### src/rtl/bootloader_arbiter.sv
// Arbitrates ownership of the spi_bootloader byte streams between UART0, UART1 and the I2C FSM.
// Latency: claim -> owner/bl_reset next cycle, forwarding two cycles after the claim; data path is zero-latency.
// Backpressure: owner streams pass ready/valid straight through; non-owners are always ready (bytes dropped).
//
// Ports:
//   clk, resetn                         clock, async active-low reset
//   hN_in_valid/_data/_ready  (N=0..2)  host N -> bootloader byte stream
//   hN_out_valid/_data/_ready (N=0..2)  bootloader -> host N byte stream
//   h0_break, h1_break, h2_reset        per-host release strobes (honoured only from the owner)
//   bl_in_*, bl_out_*, bl_busy          bootloader-side streams and busy flag
//   bl_reset                            one-cycle bootloader reset on every ownership change
//   owner                               0/1/2 = granted host, 3 = none
//   h0_tx_oe, h1_tx_oe                  UART TX pin enables while that UART holds ownership
module bootloader_arbiter #(
    parameter logic [7:0]  MAGIC_BYTE     = 8'hbc,
    parameter int unsigned TIMEOUT_CYCLES = 12000000
) (
    input  logic       clk,
    input  logic       resetn,
    input  logic       h0_in_valid,
    input  logic [7:0] h0_in_data,
    output logic       h0_in_ready,
    input  logic       h1_in_valid,
    input  logic [7:0] h1_in_data,
    output logic       h1_in_ready,
    input  logic       h2_in_valid,
    input  logic [7:0] h2_in_data,
    output logic       h2_in_ready,
    output logic       h0_out_valid,
    output logic [7:0] h0_out_data,
    input  logic       h0_out_ready,
    output logic       h1_out_valid,
    output logic [7:0] h1_out_data,
    input  logic       h1_out_ready,
    output logic       h2_out_valid,
    output logic [7:0] h2_out_data,
    input  logic       h2_out_ready,
    input  logic       h0_break,
    input  logic       h1_break,
    input  logic       h2_reset,
    output logic       bl_in_valid,
    output logic [7:0] bl_in_data,
    input  logic       bl_in_ready,
    input  logic       bl_out_valid,
    input  logic [7:0] bl_out_data,
    output logic       bl_out_ready,
    input  logic       bl_busy,
    output logic       bl_reset,
    output logic [1:0] owner,
    output logic       h0_tx_oe,
    output logic       h1_tx_oe
);

    localparam int unsigned       CNT_W      = $clog2(TIMEOUT_CYCLES);
    localparam logic [CNT_W-1:0]  CNT_LAST   = CNT_W'(TIMEOUT_CYCLES - 1);
    localparam logic [1:0]        OWNER_NONE = 2'd3;

    typedef enum logic [1:0] {ST_IDLE, ST_CLAIM, ST_OWNED} state_e;

    state_e           state_q;
    logic [1:0]       owner_q;
    logic             bl_reset_q;
    logic [CNT_W-1:0] cnt_q;

    logic       owned;
    logic       own_break;
    logic       timeout;
    logic       release_evt;
    logic       sel_in_valid;
    logic [7:0] sel_in_data;
    logic       sel_out_ready;
    logic       claim0, claim1, claim2;

    assign owned = (state_q == ST_OWNED);

    // Owner-side signal selection; only meaningful while owned.
    always_comb begin
        own_break     = 1'b0;
        sel_in_valid  = 1'b0;
        sel_in_data   = 8'h00;
        sel_out_ready = 1'b0;
        case (owner_q)
            2'd0: begin own_break = h0_break; sel_in_valid = h0_in_valid; sel_in_data = h0_in_data; sel_out_ready = h0_out_ready; end
            2'd1: begin own_break = h1_break; sel_in_valid = h1_in_valid; sel_in_data = h1_in_data; sel_out_ready = h1_out_ready; end
            2'd2: begin own_break = h2_reset; sel_in_valid = h2_in_valid; sel_in_data = h2_in_data; sel_out_ready = h2_out_ready; end
            default: ;
        endcase
    end

    assign timeout     = (cnt_q == CNT_LAST);
    assign release_evt = owned && (own_break || timeout);

    // UART ready is 1 in IDLE, so a valid magic byte is also a completed handshake.
    assign claim0 = h0_in_valid && (h0_in_data == MAGIC_BYTE);
    assign claim1 = h1_in_valid && (h1_in_data == MAGIC_BYTE);
    assign claim2 = h2_in_valid;

    // Stream routing. A release in the same cycle suppresses both halves of any
    // owner handshake so no byte is half-transferred across the reset.
    always_comb begin
        h0_in_ready  = 1'b0;
        h1_in_ready  = 1'b0;
        h2_in_ready  = 1'b0;
        h0_out_valid = 1'b0;
        h1_out_valid = 1'b0;
        h2_out_valid = 1'b0;
        bl_in_valid  = 1'b0;
        bl_in_data   = 8'h00;
        bl_out_ready = 1'b0;
        case (state_q)
            ST_IDLE: begin
                h0_in_ready = 1'b1;
                h1_in_ready = 1'b1;
            end
            ST_OWNED: begin
                h0_in_ready  = 1'b1;
                h1_in_ready  = 1'b1;
                h2_in_ready  = 1'b1;
                bl_in_valid  = sel_in_valid && !release_evt;
                bl_in_data   = sel_in_data;
                bl_out_ready = sel_out_ready && !release_evt;
                case (owner_q)
                    2'd0: begin h0_in_ready = bl_in_ready && !release_evt; h0_out_valid = bl_out_valid && !release_evt; end
                    2'd1: begin h1_in_ready = bl_in_ready && !release_evt; h1_out_valid = bl_out_valid && !release_evt; end
                    2'd2: begin h2_in_ready = bl_in_ready && !release_evt; h2_out_valid = bl_out_valid && !release_evt; end
                    default: ;
                endcase
            end
            default: ;
        endcase
    end

    assign h0_out_data = bl_out_data;
    assign h1_out_data = bl_out_data;
    assign h2_out_data = bl_out_data;

    assign bl_reset = bl_reset_q;
    assign owner    = owner_q;
    assign h0_tx_oe = (owner_q == 2'd0) && (state_q != ST_IDLE);
    assign h1_tx_oe = (owner_q == 2'd1) && (state_q != ST_IDLE);

    always_ff @(posedge clk or negedge resetn) begin
        if (!resetn) begin
            state_q    <= ST_IDLE;
            owner_q    <= OWNER_NONE;
            bl_reset_q <= 1'b0;
            cnt_q      <= '0;
        end else begin
            bl_reset_q <= 1'b0;
            cnt_q      <= '0;
            case (state_q)
                ST_IDLE: begin
                    if (claim0 || claim1 || claim2) begin
                        state_q    <= ST_CLAIM;
                        owner_q    <= claim0 ? 2'd0 : (claim1 ? 2'd1 : 2'd2);
                        bl_reset_q <= 1'b1;
                    end
                end
                ST_CLAIM: state_q <= ST_OWNED;
                ST_OWNED: begin
                    if (release_evt) begin
                        state_q    <= ST_IDLE;
                        owner_q    <= OWNER_NONE;
                        bl_reset_q <= 1'b1;
                    end else if (!((bl_in_valid && bl_in_ready) || (bl_out_valid && bl_out_ready) || bl_busy)) begin
                        cnt_q <= cnt_q + CNT_W'(1);
                    end
                end
                default: begin
                    state_q <= ST_IDLE;
                    owner_q <= OWNER_NONE;
                end
            endcase
        end
    end

endmodule

### config.mk
export PLATFORM = sky130hd
export DESIGN_NAME = bootloader_arbiter
export DESIGN_NICKNAME = d
export VERILOG_FILES = /design/src/rtl/bootloader_arbiter.sv
export SDC_FILE = /design/constraint.sdc
export NUM_CORES = 1
export LEC_CHECK = 0
export BUFFER_PORTS_ARGS = -buffer_cell sky130_fd_sc_hd__buf_2
export CAP_MARGIN = 10
export CORE_UTILIZATION = 49
export DETAILED_ROUTE_END_ITERATION = 12
export GPL_ROUTABILITY_DRIVEN = 0
export PLACE_DENSITY = 0.86
export SLEW_MARGIN = 20
export SYNTH_ARGS = -nofsm -noshare
export SYNTH_HDL_FRONTEND = slang
export SYNTH_SLANG_ARGS = --single-unit
### constraint.sdc
create_clock -name clk -period 2.6 [get_ports clk]
set_input_delay 0.13 -clock clk [delete_from_list [all_inputs] [get_ports clk]]
set_output_delay 0.13 -clock clk [all_outputs]
set_load 0.005 [all_outputs]
==> flow_metrics.tcl, run 1 <==
set metrics [dict create \
    critPathBufInv 1 \
    antenna_found_initial 0 \
    min_path_type "in -> reg" \
    synth_fp_nets 301 \
    cts_tree "yes" \
    clkTransAtPathRegs_ns 0.06 \
    synth_fa_ha_area_share_pct 0.570 \
    die_h_microns 68.9 \
    synth-main-ff-cell "dfrtp_1" \
    start_kind "flop" \
    synth_xor_area_share_pct 5.58 \
    synth-compound-area-share_pct 15.1 \
    crit_fanout 5 \
    nFillCells 376 \
    leakage_nw 1.04 \
    p_int_uw 923 \
    comb_power_share_pct 41.2 \
    critPathMaxStageDelay_ns 0.58 \
    synth_top_family_by_area "simple AND/OR/NAND/NOR gates" \
    hold_ws_ns 0.206 \
    syn_area_sq_mm 0.00220 \
    criticalPathCategory "reg -> out" \
    hold_viol_final 0 \
    worstPathCellList "or4_1 -> or4_4 -> o211a_4 -> and3_1 -> buf_2" \
    cts_root_buf "clkbuf_8" \
    fmax_ghz 0.395 \
    grt_pass1_wl_mm 7.64 \
    period_needed_ns 2.53 \
    antennaDiodeCount 0 \
    ir_worst_vdd_mv 0.279 \
    ant_nets 0 \
    vias 1988 \
    synth-async-reset-ratio_pct 100 \
    synth_edf_count 0 \
    drcViolationCount 0 \
    layout.cells.non_filler 339 \
    slew_headroom_pct 58.0 \
    worst_pin_slew_ns 0.624 \
    synth_top_area_share_pct 30.8 \
    ys_ff_latch 29 \
    placed_cells 330 \
    numCtsBuffers 5 \
    clk_latency_ns 0.28 \
    synthTopCellsByCount "27 x dfrtp_1, 25 x nor2_1, 24 x buf_4" \
    multiInputGateArea_sq_mm 0.00120 \
    synthMuxAreaShare_pct 6.10 \
    avgSynthCellArea_sq_um 8.65 \
    rows 23 \
    cp_top_family "simple AND/OR/NAND/NOR gates" \
    die_x_microns 68.9 \
    dr.pass1.iters 4 \
    cp_data_required_time_ns 2.47 \
    syn_inst 254 \
    seq_power_share_pct 35.4 \
    ys_warn_count 0 \
    nets 335 \
    place_hpwl_mm 3.69 \
    coreArea_sq_mm 0.00414 \
    drive_gt1_share_pct 28.7 \
    die-area_sq_mm 0.00475 \
    grt_pass1_vias 1710 \
    cts_buffer_depth 2 \
    synthSimpleGateAreaFrac_pct 27.0 \
    reg2reg_slack_ns 0.36 \
    switching_share_pct 37.7 \
    grt_overflow 0 \
    drv_slew 0 \
    synth_seq_area_share_pct 33.2 \
    netlist_top_cells_area "dfrtp_1 31%, buf_4 8.2%, mux2i_1 4.6%" \
    synth_top_cell_by_area "dfrtp_1" \
    totalWireLength_mm 5.12 \
    p_sw_uw 558 \
    worstPathArrival_ns 2.40 \
    fin_tns_setup_ns 0 \
    synth_cell_type_count 50 \
    cp_slowest_cell "or4_4" \
    cts_num_sinks 29 \
    worst_clock_skew_ns 0.00527 \
    p_per_area_mw_per_mm2 609 \
    clock_power_share_pct 23.5 \
    areaGrowthSynthToFinish_pct 10.8 \
    regArea_sq_um 728 \
    grt_start_max_net_pins 30 \
    vias_per_cell 5.86 \
    placement.io_buffers 58 \
    grt_setup_unrepaired "no" \
    setup_viol 0 \
    end_kind "output port" \
    status "completed" \
    finalCritPeriodShare_pct 97.3 \
    pin_count 91 \
    cts_max_level 2 \
    cap_violations 0 \
    postCtsSetupBuffers 0 \
    post_drt_wl_per_cell_microns 15.1 \
    first_iter_violations 204 \
    grt_usage_pct 21.8 \
    initial_utilization_pct 53.0 \
    synth_most_common_cell "dfrtp_1" \
]
[layout make-up]
type                    count  share of cell area, %
multi-input cells         180                   49.2
flip-flops and latches     29                   29.9
repair buffers             63                   13.6
clock buffers               8                   3.29
well taps                  50                   2.57
inverters                   9                   1.39
[metrics by stage]
step,util (%),area [sq um],power (mW),worst slack (ns)
global route,58.7,2430,1.56,0.00166
floorplan,-,2200,0.968,0.375
global placement,56.4,2340,1.12,0.414
detailed placement,56.4,2340,1.13,0.372
CTS,58.6,2430,1.48,0.0721
finish,58.7,2430,1.48,0.0698
[path summary, 6_finish.rpt]
check	end	depth (start not counted)	start
hold / removal	owner[0]	3	h2_in_valid
setup / recovery	h0_out_valid	5	cnt_q[10]
setup reg to reg	cnt_q[5]	5	cnt_q[10]
hold reg to reg	cnt_q[0]	1	cnt_q[0]
max in group asynchronous	cnt_q[13]	2	resetn
min in group asynchronous	cnt_q[2]	2	resetn
[timing repair]
| item | 4_1_cts | 5_1_grt |
|---|---|---|
| hold buffers | 1 | 0 |
| setup endpoints to repair | 0 | 3 |
| endpoints found under the hold margin | 27 | 0 |
| resized for setup | 0 | 1 |
[per-layer routing]
metal  up-vias  part of all wire [%]  GRT usage, %  routed length [microns]
met1       944                    43          27.5                     2210
li1        972                     -             -                        -
met2        55                    50          34.7                     2570
met5         -                     0             0                        0
met4         0                   2.8          11.5                      142
met3        17                   3.9          4.44                      200
[flip-flops by register name, summed over array words and instances, names as in the netlist]
register and count:
cnt_q 24, owner 2, state_q 2, bl_reset 1
[worst min-delay path: stages]
cell	delay [ns]
buf_2	0.12
o31ai_1	0.08
a2bb2oi_1	0.15
[cells by family (layout without fill, tap and decap cells)]
family	Yosys count	in the layout
DFF	29	29
and+or+nand+nor	105	105
AOI/OAI and AO/OA	47	47
adders and majority gates	1	1
buffers and inverters	45	80
xor gates and xnor gates	14	14
muxes	13	13
[cell usage in the layout, fill, tap and decap left out, types with 2 or more instances in the layout]
cell type and n:
buf_2 58, dfrtp_1 27, nor2_1 25, nor3_1 20, a21oi_1 14, mux2i_1 10, inv_1 9, o21ai_0 9
xnor2_1 9, nand4_1 8, nand2_1 8, a211oi_1 8, nand3_1 6, or3_1 6, or4_1 5, xor2_1 5
clkbuf_8 5, nand2b_1 4, buf_4 4, mux2_2 3, o211ai_1 3, nor4_1 3, o31ai_1 3, and3_1 3
clkbuf_1 3, and4_1 2, or4_4 2, nor2b_1 2, a31oi_1 2, or2_2 2, dfstp_2 2
[power by group through the flow]
| stage | Clock [mW] | Sequential (mW) | Combinational (mW) |
|---|---|---|---|
| after floorplan | 0 | 0.523 | 0.446 |
| after global placement | 0 | 0.528 | 0.589 |
| after detailed placement | 0 | 0.530 | 0.598 |
| after CTS | 0.352 | 0.522 | 0.603 |
| after global routing | 0.373 | 0.528 | 0.660 |
| final | 0.347 | 0.524 | 0.610 |
Power figures use the tool's default switching activity.
==> run 2, diff against run 1 <==
--- a/config.mk
+++ b/config.mk
@@ -5,8 +5,10 @@
 export SDC_FILE = /design/constraint.sdc
 export NUM_CORES = 1
 export LEC_CHECK = 0
+export ABC_CLOCK_PERIOD_IN_PS = 2600
 export BUFFER_PORTS_ARGS = -buffer_cell sky130_fd_sc_hd__buf_2
 export CAP_MARGIN = 10
+export CORE_ASPECT_RATIO = 1.2
 export CORE_UTILIZATION = 49
 export DETAILED_ROUTE_END_ITERATION = 12
 export GPL_ROUTABILITY_DRIVEN = 0
==> flow_metrics.tcl, run 2 (synthesized netlist as in run 1, its figures left out) <==
set metrics [dict create \
    status "completed" \
    totalWireLength_mm 5.19 \
    criticalPathCategory "reg -> out" \
    cts_num_sinks 29 \
    hold_path_depth 3 \
    min_path_type "in -> reg" \
    coreArea_sq_mm 0.00429 \
    grt_pass1_vias 1756 \
    reg2reg_slack_ns 0.42 \
    die-area_sq_mm 0.00475 \
    numCtsBuffers 5 \
    drcViolationCount 0 \
    layout_commonest_cell "buf_2" \
    dr.pass1.iters 5 \
    slew_headroom_pct 57.2 \
    pin_count 91 \
    vias_per_cell 5.85 \
    die_h_microns 75.3 \
    clk_latency_ns 0.29 \
    cts_root_buf "clkbuf_8" \
    wl_met2_mm 2.58 \
    leakage_nw 1.06 \
    max_flop_register "cnt_q" \
    vias 2030 \
    initial_utilization_pct 51.1 \
    worst_r2r_path_depth 5 \
    post_drt_wl_per_cell_microns 14.9 \
    ir_worst_vdd_mv 0.347 \
    largest_reg_flops 24 \
    first_iter_violations 100 \
    antenna_found_initial 0 \
    seq_power_share_pct 33.4 \
    placement.io_buffers 58 \
    clkTransAtPathRegs_ns 0.06 \
    fin_tns_setup_ns 0 \
    grt_usage_pct 22.4 \
    drv_slew 0 \
    ant_nets 0 \
    drive_gt1_share_pct 30.6 \
    grt_start_max_net_pins 30 \
    worst_pin_slew_ns 0.642 \
    m1WireLength_mm 2.15 \
    p_per_area_mw_per_mm2 633 \
    crit_fanout 5 \
    place_hpwl_mm 3.54 \
    hold_viol_final 0 \
    cts_buffer_depth 2 \
    clock_power_share_pct 26.8 \
    end_kind "output port" \
    nets 337 \
    antennaDiodeCount 0 \
    cts_max_level 2 \
    grt_overflow 0 \
    worstPathArrival_ns 2.38 \
    wl_met3_microns 324 \
    cp-startpoint "cnt_q[8]" \
    finalCritPeriodShare_pct 96.4 \
    rows 26 \
    grt_setup_unrepaired "no" \
    cp_data_required_time_ns 2.47 \
    final_cell_mix "58 x buf_2, 26 x dfrtp_1, 25 x nor2_1, 20 x nor3_1, 14 x a21oi_1" \
    hp-start "h2_in_valid" \
    areaGrowthSynthToFinish_pct 12.8 \
    fmax_ghz 0.399 \
    setup_viol 0 \
    period_needed_ns 2.51 \
    p_sw_uw 596 \
    die_x_microns 63.1 \
    worst_clock_skew_ns 0.00670 \
    p_int_uw 972 \
    hold_end "owner[0]" \
    top_layer_used "met4" \
    cts_tree "yes" \
    hold_ws_ns 0.200 \
    power_mw 1.57 \
    reg2reg_from "cnt_q[8]" \
    grt_pass1_wl_mm 8.15 \
    cap_violations 0 \
    reg2reg_to "cnt_q[10]" \
    switching_share_pct 38.0 \
    start_kind "flop" \
    comb_power_share_pct 39.8 \
]
==> run 2: cell types whose count changed in the layout (fill, tap and decap cells not counted), sizes merged <==
cell    before  now
clkbuf       8    7
buf         62   64
clkinv       0    1
==> run 2: layout make-up <==
type / count / area (sq um)
Timing Repair Buffer: 65 / 345
Multi-Input combinational cell: 180 / 1200
Clock inverter: 1 / 5.00
Fill cell: 372 / 1820
Clock buffer: 7 / 96.3
Inverter: 9 / 33.8
Sequential cell: 29 / 729
Tap cell: 56 / 70.1
==> run 2: power groups by stage <==
stage                     Sequential [mW]  Combinational (mW)  Clock (mW)
after floorplan                     0.523               0.446           0
after global placement              0.527               0.597           0
after detailed placement            0.530               0.614           0
after CTS                           0.522               0.618       0.426
after global routing                0.527               0.683       0.441
final                               0.524               0.624       0.421
==> run 2: metrics by stage <==
| stage | worst slack (ns) | area (sq um) | std cells | utilization, % |
|---|---|---|---|---|
| floorplan | 0.375 | 2200 | 254 | - |
| global placement | 0.402 | 2340 | 336 | 54.6 |
| detailed placement | 0.332 | 2340 | 336 | 54.6 |
| CTS | 0.0199 | 2460 | 345 | 57.2 |
| global route | 0.0254 | 2480 | 347 | 57.7 |
| finish | 0.0928 | 2480 | 347 | 57.7 |
==> run 2: repair_timing <==
item	in CTS	in global routing
endpoints found under the setup margin	0	8
hold buffers	1	0
resized for setup	0	2
hold endpoints to repair	27	0
buffers inserted	0	2
==> run 2: routing by layer <==
layer | vias up | GRT usage [%]
li1 | 965 | -
met1 | 980 | 25.9
met2 | 72 | 38.7
met3 | 13 | 5.84
met4 | 0 | 11.6
met5 | - | 0
==> run 2: worst max-delay path, stage by stage (launching register included) <==
cell and delay (ns):
dfrtp_2 0.41, or4bb_1 0.51, or4_4 0.57, o211ai_1 0.32, a31oi_1 0.13, buf_2 0.14
==> run 2: worst max-delay path by stage <==
stage / end / slack [ns] / cells after the start
3_5_place_dp: h1_in_ready / 0.33 / 5
5_1_grt: h1_in_ready / 0.03 / 5
3_3_place_gp: h2_out_valid / 0.40 / 5
6_report: h1_in_ready / 0.09 / 5
4_1_cts: h1_in_ready / 0.02 / 5
2_1_floorplan: cnt_q[19] / 0.38 / 6
